$ cat src/rtl/decode_scoreboard_pkg.sv
// decode_scoreboard_pkg: shared types for the decode-stage hazard scoreboard.
// Holds the FSM state enum, the register index type and the decode request bundle.
package decode_scoreboard_pkg;

    localparam int IDX_W = 5;

    typedef logic [IDX_W-1:0] reg_idx_t;

    typedef enum logic [1:0] {
        SB_IDLE,
        SB_HAZARD,
        SB_ISSUE
    } sb_state_e;

    typedef struct packed {
        reg_idx_t rs1;
        reg_idx_t rs2;
        reg_idx_t rd;
        logic     use_rs1;
        logic     use_rs2;
        logic     wr_rd;
    } sb_req_t;

endpackage

$ cat src/rtl/sb_pend_file.sv
// sb_pend_file: per-register outstanding-write counters (x0 never tracked).
// Ports: clk_i/rst_i, clr_i (flush clear), inc_i/inc_idx_i (issue),
//        dec_i/dec_idx_i (writeback), three combinational read ports.
module sb_pend_file
    import decode_scoreboard_pkg::*;
#(
    parameter int NREGS  = 32,
    parameter int PEND_W = 2
) (
    input  logic              clk_i,
    input  logic              rst_i,
    input  logic              clr_i,
    input  logic              inc_i,
    input  reg_idx_t          inc_idx_i,
    input  logic              dec_i,
    input  reg_idx_t          dec_idx_i,
    input  reg_idx_t          rs1_idx_i,
    input  reg_idx_t          rs2_idx_i,
    input  reg_idx_t          rd_idx_i,
    output logic [PEND_W-1:0] rs1_cnt_o,
    output logic [PEND_W-1:0] rs2_cnt_o,
    output logic [PEND_W-1:0] rd_cnt_o
);

    logic [PEND_W-1:0] pend_q [NREGS];
    logic [NREGS-1:0]  inc_v;
    logic [NREGS-1:0]  dec_v;

    // Decrement of an empty counter is dropped so it cannot wrap.
    always_comb begin
        inc_v = '0;
        dec_v = '0;
        for (int r = 0; r < NREGS; r++) begin
            inc_v[r] = inc_i && (inc_idx_i == IDX_W'(r)) && (r != 0);
            dec_v[r] = dec_i && (dec_idx_i == IDX_W'(r)) && (r != 0)
                       && (pend_q[r] != '0);
        end
    end

    // Issue and writeback to the same register cancel out.
    always_ff @(posedge clk_i) begin
        if (rst_i || clr_i) begin
            for (int r = 0; r < NREGS; r++) begin
                pend_q[r] <= '0;
            end
        end else begin
            for (int r = 0; r < NREGS; r++) begin
                if (inc_v[r] && !dec_v[r]) begin
                    pend_q[r] <= pend_q[r] + PEND_W'(1);
                end else if (dec_v[r] && !inc_v[r]) begin
                    pend_q[r] <= pend_q[r] - PEND_W'(1);
                end
            end
        end
    end

    assign rs1_cnt_o = pend_q[rs1_idx_i];
    assign rs2_cnt_o = pend_q[rs2_idx_i];
    assign rd_cnt_o  = pend_q[rd_idx_i];

endmodule

$ cat src/rtl/decode_scoreboard.sv
// decode_scoreboard: holds a decoded instruction until its registers are free,
// then issues it to execute. Ports: decode valid/ready + fields, execute
// valid/ready, writeback release (wb_valid_i/wb_rd_i), flush_i, stall_cnt_o.
module decode_scoreboard
    import decode_scoreboard_pkg::*;
#(
    parameter int NREGS  = 32,
    parameter int PEND_W = 2
) (
    input  logic        clk_i,
    input  logic        rst_i,
    input  logic        dec_valid_i,
    output logic        dec_ready_o,
    input  logic [4:0]  rs1_i,
    input  logic [4:0]  rs2_i,
    input  logic [4:0]  rd_i,
    input  logic        use_rs1_i,
    input  logic        use_rs2_i,
    input  logic        wr_rd_i,
    output logic        exe_valid_o,
    input  logic        exe_ready_i,
    input  logic        wb_valid_i,
    input  logic [4:0]  wb_rd_i,
    input  logic        flush_i,
    output logic [31:0] stall_cnt_o
);

    localparam logic [PEND_W-1:0] PEND_MAX = '1;

    sb_state_e         state_q;
    sb_state_e         state_d;
    sb_req_t           req_q;
    sb_req_t           dec_req;
    sb_req_t           chk_req;
    logic [PEND_W-1:0] rs1_cnt;
    logic [PEND_W-1:0] rs2_cnt;
    logic [PEND_W-1:0] rd_cnt;
    logic              hazard;
    logic              issue_inc;
    logic [31:0]       stall_q;

    always_comb begin
        dec_req         = '0;
        dec_req.rs1     = rs1_i;
        dec_req.rs2     = rs2_i;
        dec_req.rd      = rd_i;
        dec_req.use_rs1 = use_rs1_i;
        dec_req.use_rs2 = use_rs2_i;
        dec_req.wr_rd   = wr_rd_i;
    end

    // In IDLE the check looks at the incoming fields so the accept edge
    // already picks HAZARD or ISSUE; afterwards it looks at the held copy.
    assign chk_req = (state_q == SB_IDLE) ? dec_req : req_q;

    assign issue_inc = (state_q == SB_ISSUE) && exe_ready_i
                       && req_q.wr_rd && !flush_i;

    sb_pend_file #(
        .NREGS  (NREGS),
        .PEND_W (PEND_W)
    ) u_pend (
        .clk_i     (clk_i),
        .rst_i     (rst_i),
        .clr_i     (flush_i),
        .inc_i     (issue_inc),
        .inc_idx_i (req_q.rd),
        .dec_i     (wb_valid_i && !flush_i),
        .dec_idx_i (wb_rd_i),
        .rs1_idx_i (chk_req.rs1),
        .rs2_idx_i (chk_req.rs2),
        .rd_idx_i  (chk_req.rd),
        .rs1_cnt_o (rs1_cnt),
        .rs2_cnt_o (rs2_cnt),
        .rd_cnt_o  (rd_cnt)
    );

    assign hazard = (chk_req.use_rs1 && (rs1_cnt != '0))
                 || (chk_req.use_rs2 && (rs2_cnt != '0))
                 || (chk_req.wr_rd && (chk_req.rd != '0)
                     && (rd_cnt == PEND_MAX));

    always_comb begin
        state_d     = state_q;
        dec_ready_o = 1'b0;
        exe_valid_o = 1'b0;
        unique case (state_q)
            SB_IDLE: begin
                dec_ready_o = 1'b1;
                if (dec_valid_i) begin
                    state_d = hazard ? SB_HAZARD : SB_ISSUE;
                end
            end
            SB_HAZARD: begin
                if (!hazard) begin
                    state_d = SB_ISSUE;
                end
            end
            SB_ISSUE: begin
                exe_valid_o = 1'b1;
                if (exe_ready_i) begin
                    state_d = SB_IDLE;
                end
            end
            default: state_d = SB_IDLE;
        endcase
    end

    always_ff @(posedge clk_i) begin
        if (rst_i) begin
            state_q <= SB_IDLE;
            req_q   <= '0;
            stall_q <= '0;
        end else if (flush_i) begin
            state_q <= SB_IDLE;
        end else begin
            state_q <= state_d;
            if (state_q == SB_IDLE && dec_valid_i) begin
                req_q <= dec_req;
            end
            if (state_q == SB_HAZARD) begin
                stall_q <= stall_q + 32'd1;
            end
        end
    end

    assign stall_cnt_o = stall_q;

endmodule

$ cat config.mk
export PLATFORM = sky130hd
export DESIGN_NAME = decode_scoreboard
export DESIGN_NICKNAME = d
export VERILOG_FILES = /design/src/rtl/decode_scoreboard_pkg.sv /design/src/rtl/sb_pend_file.sv /design/src/rtl/decode_scoreboard.sv
export SDC_FILE = /design/constraint.sdc
export NUM_CORES = 1
export LEC_CHECK = 0
export ABC_AREA = 1
export CAP_MARGIN = 15
export CORE_UTILIZATION = 30
export CTS_CLUSTER_SIZE = 30
export DETAILED_ROUTE_END_ITERATION = 10
export MAX_ROUTING_LAYER = met4
export SYNTH_ARGS = -nofsm -noshare
export SYNTH_HDL_FRONTEND = slang
export SYNTH_HIERARCHICAL = 1
export SYNTH_SLANG_ARGS = --single-unit
$ cat constraint.sdc
create_clock -name clk_i -period 7.25 [get_ports clk_i]
set_clock_uncertainty 0.2 [all_clocks]
set_input_delay 1.45 -clock clk_i [delete_from_list [all_inputs] [get_ports clk_i]]
set_output_delay 1.45 -clock clk_i [all_outputs]
set_load 0.05 [all_outputs]
== Word level (Yosys, flattened, before mapping) ==
Memories as Yosys holds them, arrays and structs flattened.
Index checks and enable logic that the tools add are counted.
Word-level totals
  output and inout port bits: 34
  flip-flop bits (word level): 52
  bits in writable memories: 64
  input bits: 29
  memories: 1
  word-level logic and storage cells: 761
Memories
  u_pend.pend_q: words 32, bits a word 2, read ports 34, clocked after Yosys merged registers in 0, wr ports 32, line sb_pend_file.sv:25  | logic [PEND_W-1:0] pend_q [NREGS];
Cells by class
  reductions and logical operators: 269
  bitwise logic cells: 63
  muxes and demuxes: 289
  add/subtract/negate cells: 63
  equality and inequality tests: 68
Operators with widths (number)
  $mux W1: 221
  $logic_and A1 B1 Y1: 164
  $eq A5 B5 Y1 const B: 32
  $mux W2: 66
  $eq A5 B4 Y1 const B: 16
  $reduce_bool A2 Y1: 33
  $logic_not A1 Y1: 63
  $add A2 B1 Y2 const B: 31
  $or A1 B1 Y1: 62
  $sub A2 B1 Y2 const B: 31
  $eq A5 B3 Y1 const B: 8
  $add A32 B1 Y32 const B: 1
  $eq A5 B2 Y1 const B: 4
  $mux W18: 1
  $eq A5 B1 Y1 const B: 2
  $ne A2 B2 Y1 const B: 3
  $pmux W2 S3: 1
  $reduce_bool A5 Y1: 1
  $eq A2 B2 Y1 const B: 2
  $reduce_and A2 Y1: 2
  $logic_or A1 B1 Y1: 3
  $reduce_and A3 Y1: 1
  $eq A2 B1 Y1 const B: 1
  $logic_not A2 Y1: 1
  other kinds (2): 2

== Longest topological paths before layout ==
  word-level depth: 12
  gate-level depth with buffers: 24
  gate-level depth less buffers: 21

== Modules after synthesis ==
Netlist, hierarchy kept.
Modules (own cells, without submodules)
  sb_pend_file: area each 6123.4 um2, sequential area each 1861.8 um2, cells each 1017, instances 1
  decode_scoreboard: area each 2942.8 um2, sequential area each 1041.0 um2, cells each 481, instances 1

== Worst setup path after synthesis ==
OpenSTA, ideal clock, no wires.
  path kind: input port to flip-flop
  start: input port rd_i[1]
  end: register state_q[1]
  data required time: 6.940 ns
  arrival time: 3.008 ns
  library setup time: 0.110 ns
  stages on the path: 21
  buffers on the path: 2
  path slack: 3.932 ns
  cells stage by stage: inv_1 nand2_1 o21ai_1 inv_1 buf_2 inv_1 buf_4 nand3_1 nand3_1 nand3_1 nand2_1 nand2_1 nand2_1 nand2_1 nor2_1 nand2_1 o21bai_2 nand2_1 nand2_1 nand2_1 nor2_1
RTL lines
  from (decl): line decode_scoreboard.sv:16  | input logic [4:0] rd_i,
  to (signal assigned): line decode_scoreboard.sv:117  | state_q <= state_d;
  to (decl): line decode_scoreboard.sv:30  | sb_state_e state_q;

==> metrics.txt <==
outcome=finished, final reports clean; critical path class=input pin to flop; worst-path maximum fanout=12; Synth Register Bits=114; Nets=1563; Slew HR=33.5%; Seq/Total Area, Yosys=between 30% and 40%; Max VDD drop=about 0.00015 V; die width=176 um; Critical Path Max Stage Delay=0.63 ns; vias in the first global route=9137; Synth cell types=41; pin count of the biggest net entering global routing=64; Starting Density=30.5%; Setup crit start kind=input pin; Async SR Flop Fraction=0%; PnR worst setup slack=3.04 ns; CP max stage cell=clkdlybuf4s50_1; Worst-Margin Slew=0.997 ns; synth top area cells=nand2_1 22%, edfxtp_1 21%, nand3_1 12%; unrepaired setup endpoints after global routing=no; final std cells w/o fill=1935; CP Launch Point=flush_i; warning count from the yosys run=6; met3 GRT Util=between 2 and 2.5%; post-CTS setup buffers=0; Largest delay share family, worst path=simple AND/OR/NAND/NOR gates; initial antenna violation count=0; first-pass GRT wire length=48.6 mm; Setup TNS=0 ns; met1 GRT Util=between 20% and 30%; Inst Count DP=1903; layout overhead on the synthesized area=16.1%; Syn Std Cell Area=9070 um^2; Post-synth EDFFs=62; setup violators final=0; Crit path buffers/inverters=3; total core area=slightly below 30000 um^2; reg2reg end=state_q[1]; Avg WL per Cell=15.7 um; R2R Setup Slk=3.53 ns; number of port buffers=62; io pins=63; Max Freq=0.238 GHz; Skew-Pair Late Insertion Delay=0.42 ns; Synth Area per Inst=6.05 um^2; CTS tree=done; Place WS=2.65 ns; num rows=63; top-count cell post-synth=nand2_1; DPL Wire Length=between 20 and 25 mm; Num CTS Buffers=17; grt ovf=0; # hold bufs at CTS=0; worst setup path end=u_pend/pend_q[17][0]; post-synth top area share=approximately 22%; DR iter-0 viols=877; 1st-pass router iterations=6; PD cells=between 200 and 250 nW/um^2; Syn Nets=approximately 1500; Vias/cell=between 5 and 6; Slew Limit Fails=0; Setup crit end kind=flop; number of diodes=0; clk sink count=114; die area=30900 um^2; final wirelength=30.3 mm; die height=about 180 um; Longest Clk Path Bufs=2; period utilisation layout=58.0%; post-synth top area cell=nand2_1; Arrival @ worst endpoint=4.13 ns; GRT Total Usage=20.6%; Root Buffer=clkbuf_16; CP most frequent cell=nand2_1; Post-DRT Antenna Nets=0; met2 GRT Util=32.3%; endpoints failing hold=0; share of post-route cells with drive strength above 1=approximately 6.0%; Pleak=0.00432 uW; FF-to-FF Start=state_q[0]; CP Depth=9; Crit path required time=7.17 ns; Post-synth top cells=529 x nand2_1, 218 x nand3_1, 196 x nor2_1; DR vias=9803; Hold WC Path Type=flop to flop; Worst-path clk slew=0.06 ns; Resize count post-CTS=0; ys flop type=edfxtp_1; grt peak-use layer=met2; reg2reg path depth=17; DRC=0; max cap viols=0; CP Cell Sequence=clkdlybuf4s50_1, nor2_1, nand2_1, inv_1, nand2_1, nor2_1, xnor2_1, inv_1, nand2_1; htree depth=4; RePlAce Congestion=between 0.9 and 1; fin crit period=4.21 ns; cell count after synthesis=1498
-- where the power goes --
part           switching, uW  total [uW]  internal [uW]
clock network            349         810            461
logic                    461         675            214
registers               75.8         812            736
total                    886        2300           1410
-- cell type report --
cell class / instances / area [um^2]
timing repair buffer: 71 / 688
sequential: 114 / 2900
tap: 390 / 488
clock inverter: 14 / 103
multi-input combinational: 1181 / 5340
inverter: 147 / 552
fill: 3162 / 19200
clock buffer: 18 / 450
-- through the flow --
step / cell area, um^2 / hold WS, ns / util [%] / power (uW)
global placement: 9970 / 0.236 / 33.5 / 1480
floorplan: 9070 / 0.224 / - / 1290
finish: 10500 / 0.251 / 35.4 / 2300
detailed placement: 9970 / 0.241 / 33.5 / 1490
global route: 10500 / 0.272 / 35.4 / 2420
CTS: 10500 / 0.253 / 35.4 / 2300
-- tightest hold or removal path: cells and delay by family, from the launching register on --
family                 cells  cell delay [ns]
buffers and inverters      1             0.05
DFF                        1             0.30
AOI/OAI and AO/OA          1             0.05
-- state kept, by name, indices dropped and copies added (netlist names) --
register       flops
req_q             18
u_pend/pend_q     62
state_q            2
stall_cnt_o       32
-- logic make-up (layout without fill, tap and decap cells) --
| family | after synthesis | in the layout | synth area share, % |
|---|---|---|---|
| XOR/XNOR | 20 | 20 | 1.93 |
| AO/OA/AOI/OAI | 129 | 129 | 7.71 |
| flip-flops | 114 | 114 | 32.0 |
| adder cells (fa/ha/maj) | 2 | 2 | 0.276 |
| AND/OR/NAND/NOR | 1029 | 1029 | 48.7 |
| multiplexers | 1 | 1 | 0.110 |
| buffers and inverters | 203 | 250 | 9.25 |
-- how the worst min path moves through the flow --
stage,startpoint,end,cells after the start
6_report,req_q[17],req_q[17],2
2_1_floorplan,req_q[12],req_q[12],2
4_1_cts,req_q[17],req_q[17],2
3_3_place_gp,req_q[17],req_q[17],2
3_5_place_dp,req_q[17],req_q[17],2
5_1_grt,req_q[17],req_q[17],2
-- per-layer routing --
metal / wire [um] / vias up / share of wire [%]
met5: 0 / - / 0
met4: 1220 / 0 / 4.0
met3: 1710 / 70 / 5.6
met2: 13900 / 347 / 46
met1: 13500 / 4495 / 44
li1: - / 4891 / -
-- cell usage in the layout, fill, tap and decap left out, drive strengths merged --
cell type	synthesis	final
o22ai	1	1
o21ai	67	67
clkinv	1	9
a21oi	46	46
dfxtp	52	52
nor2	214	214
xnor2	6	6
o21a	10	10
xor2	14	14
inv	146	152
mux2i	1	1
buf	45	9
a211oi	2	2
clkdlybuf4s50	0	62
o21bai	1	1
nand3	219	219
nor3	22	22
nor3b	1	1
ha	2	2
o31ai	2	2
clkbuf	11	18
and3	2	2
nand4	10	10
nand2	533	533
nor2b	2	2
edfxtp	62	62
nand3b	13	13
and2	1	1
or2	12	12
Note: power is estimated with default switching activity, not from simulation.
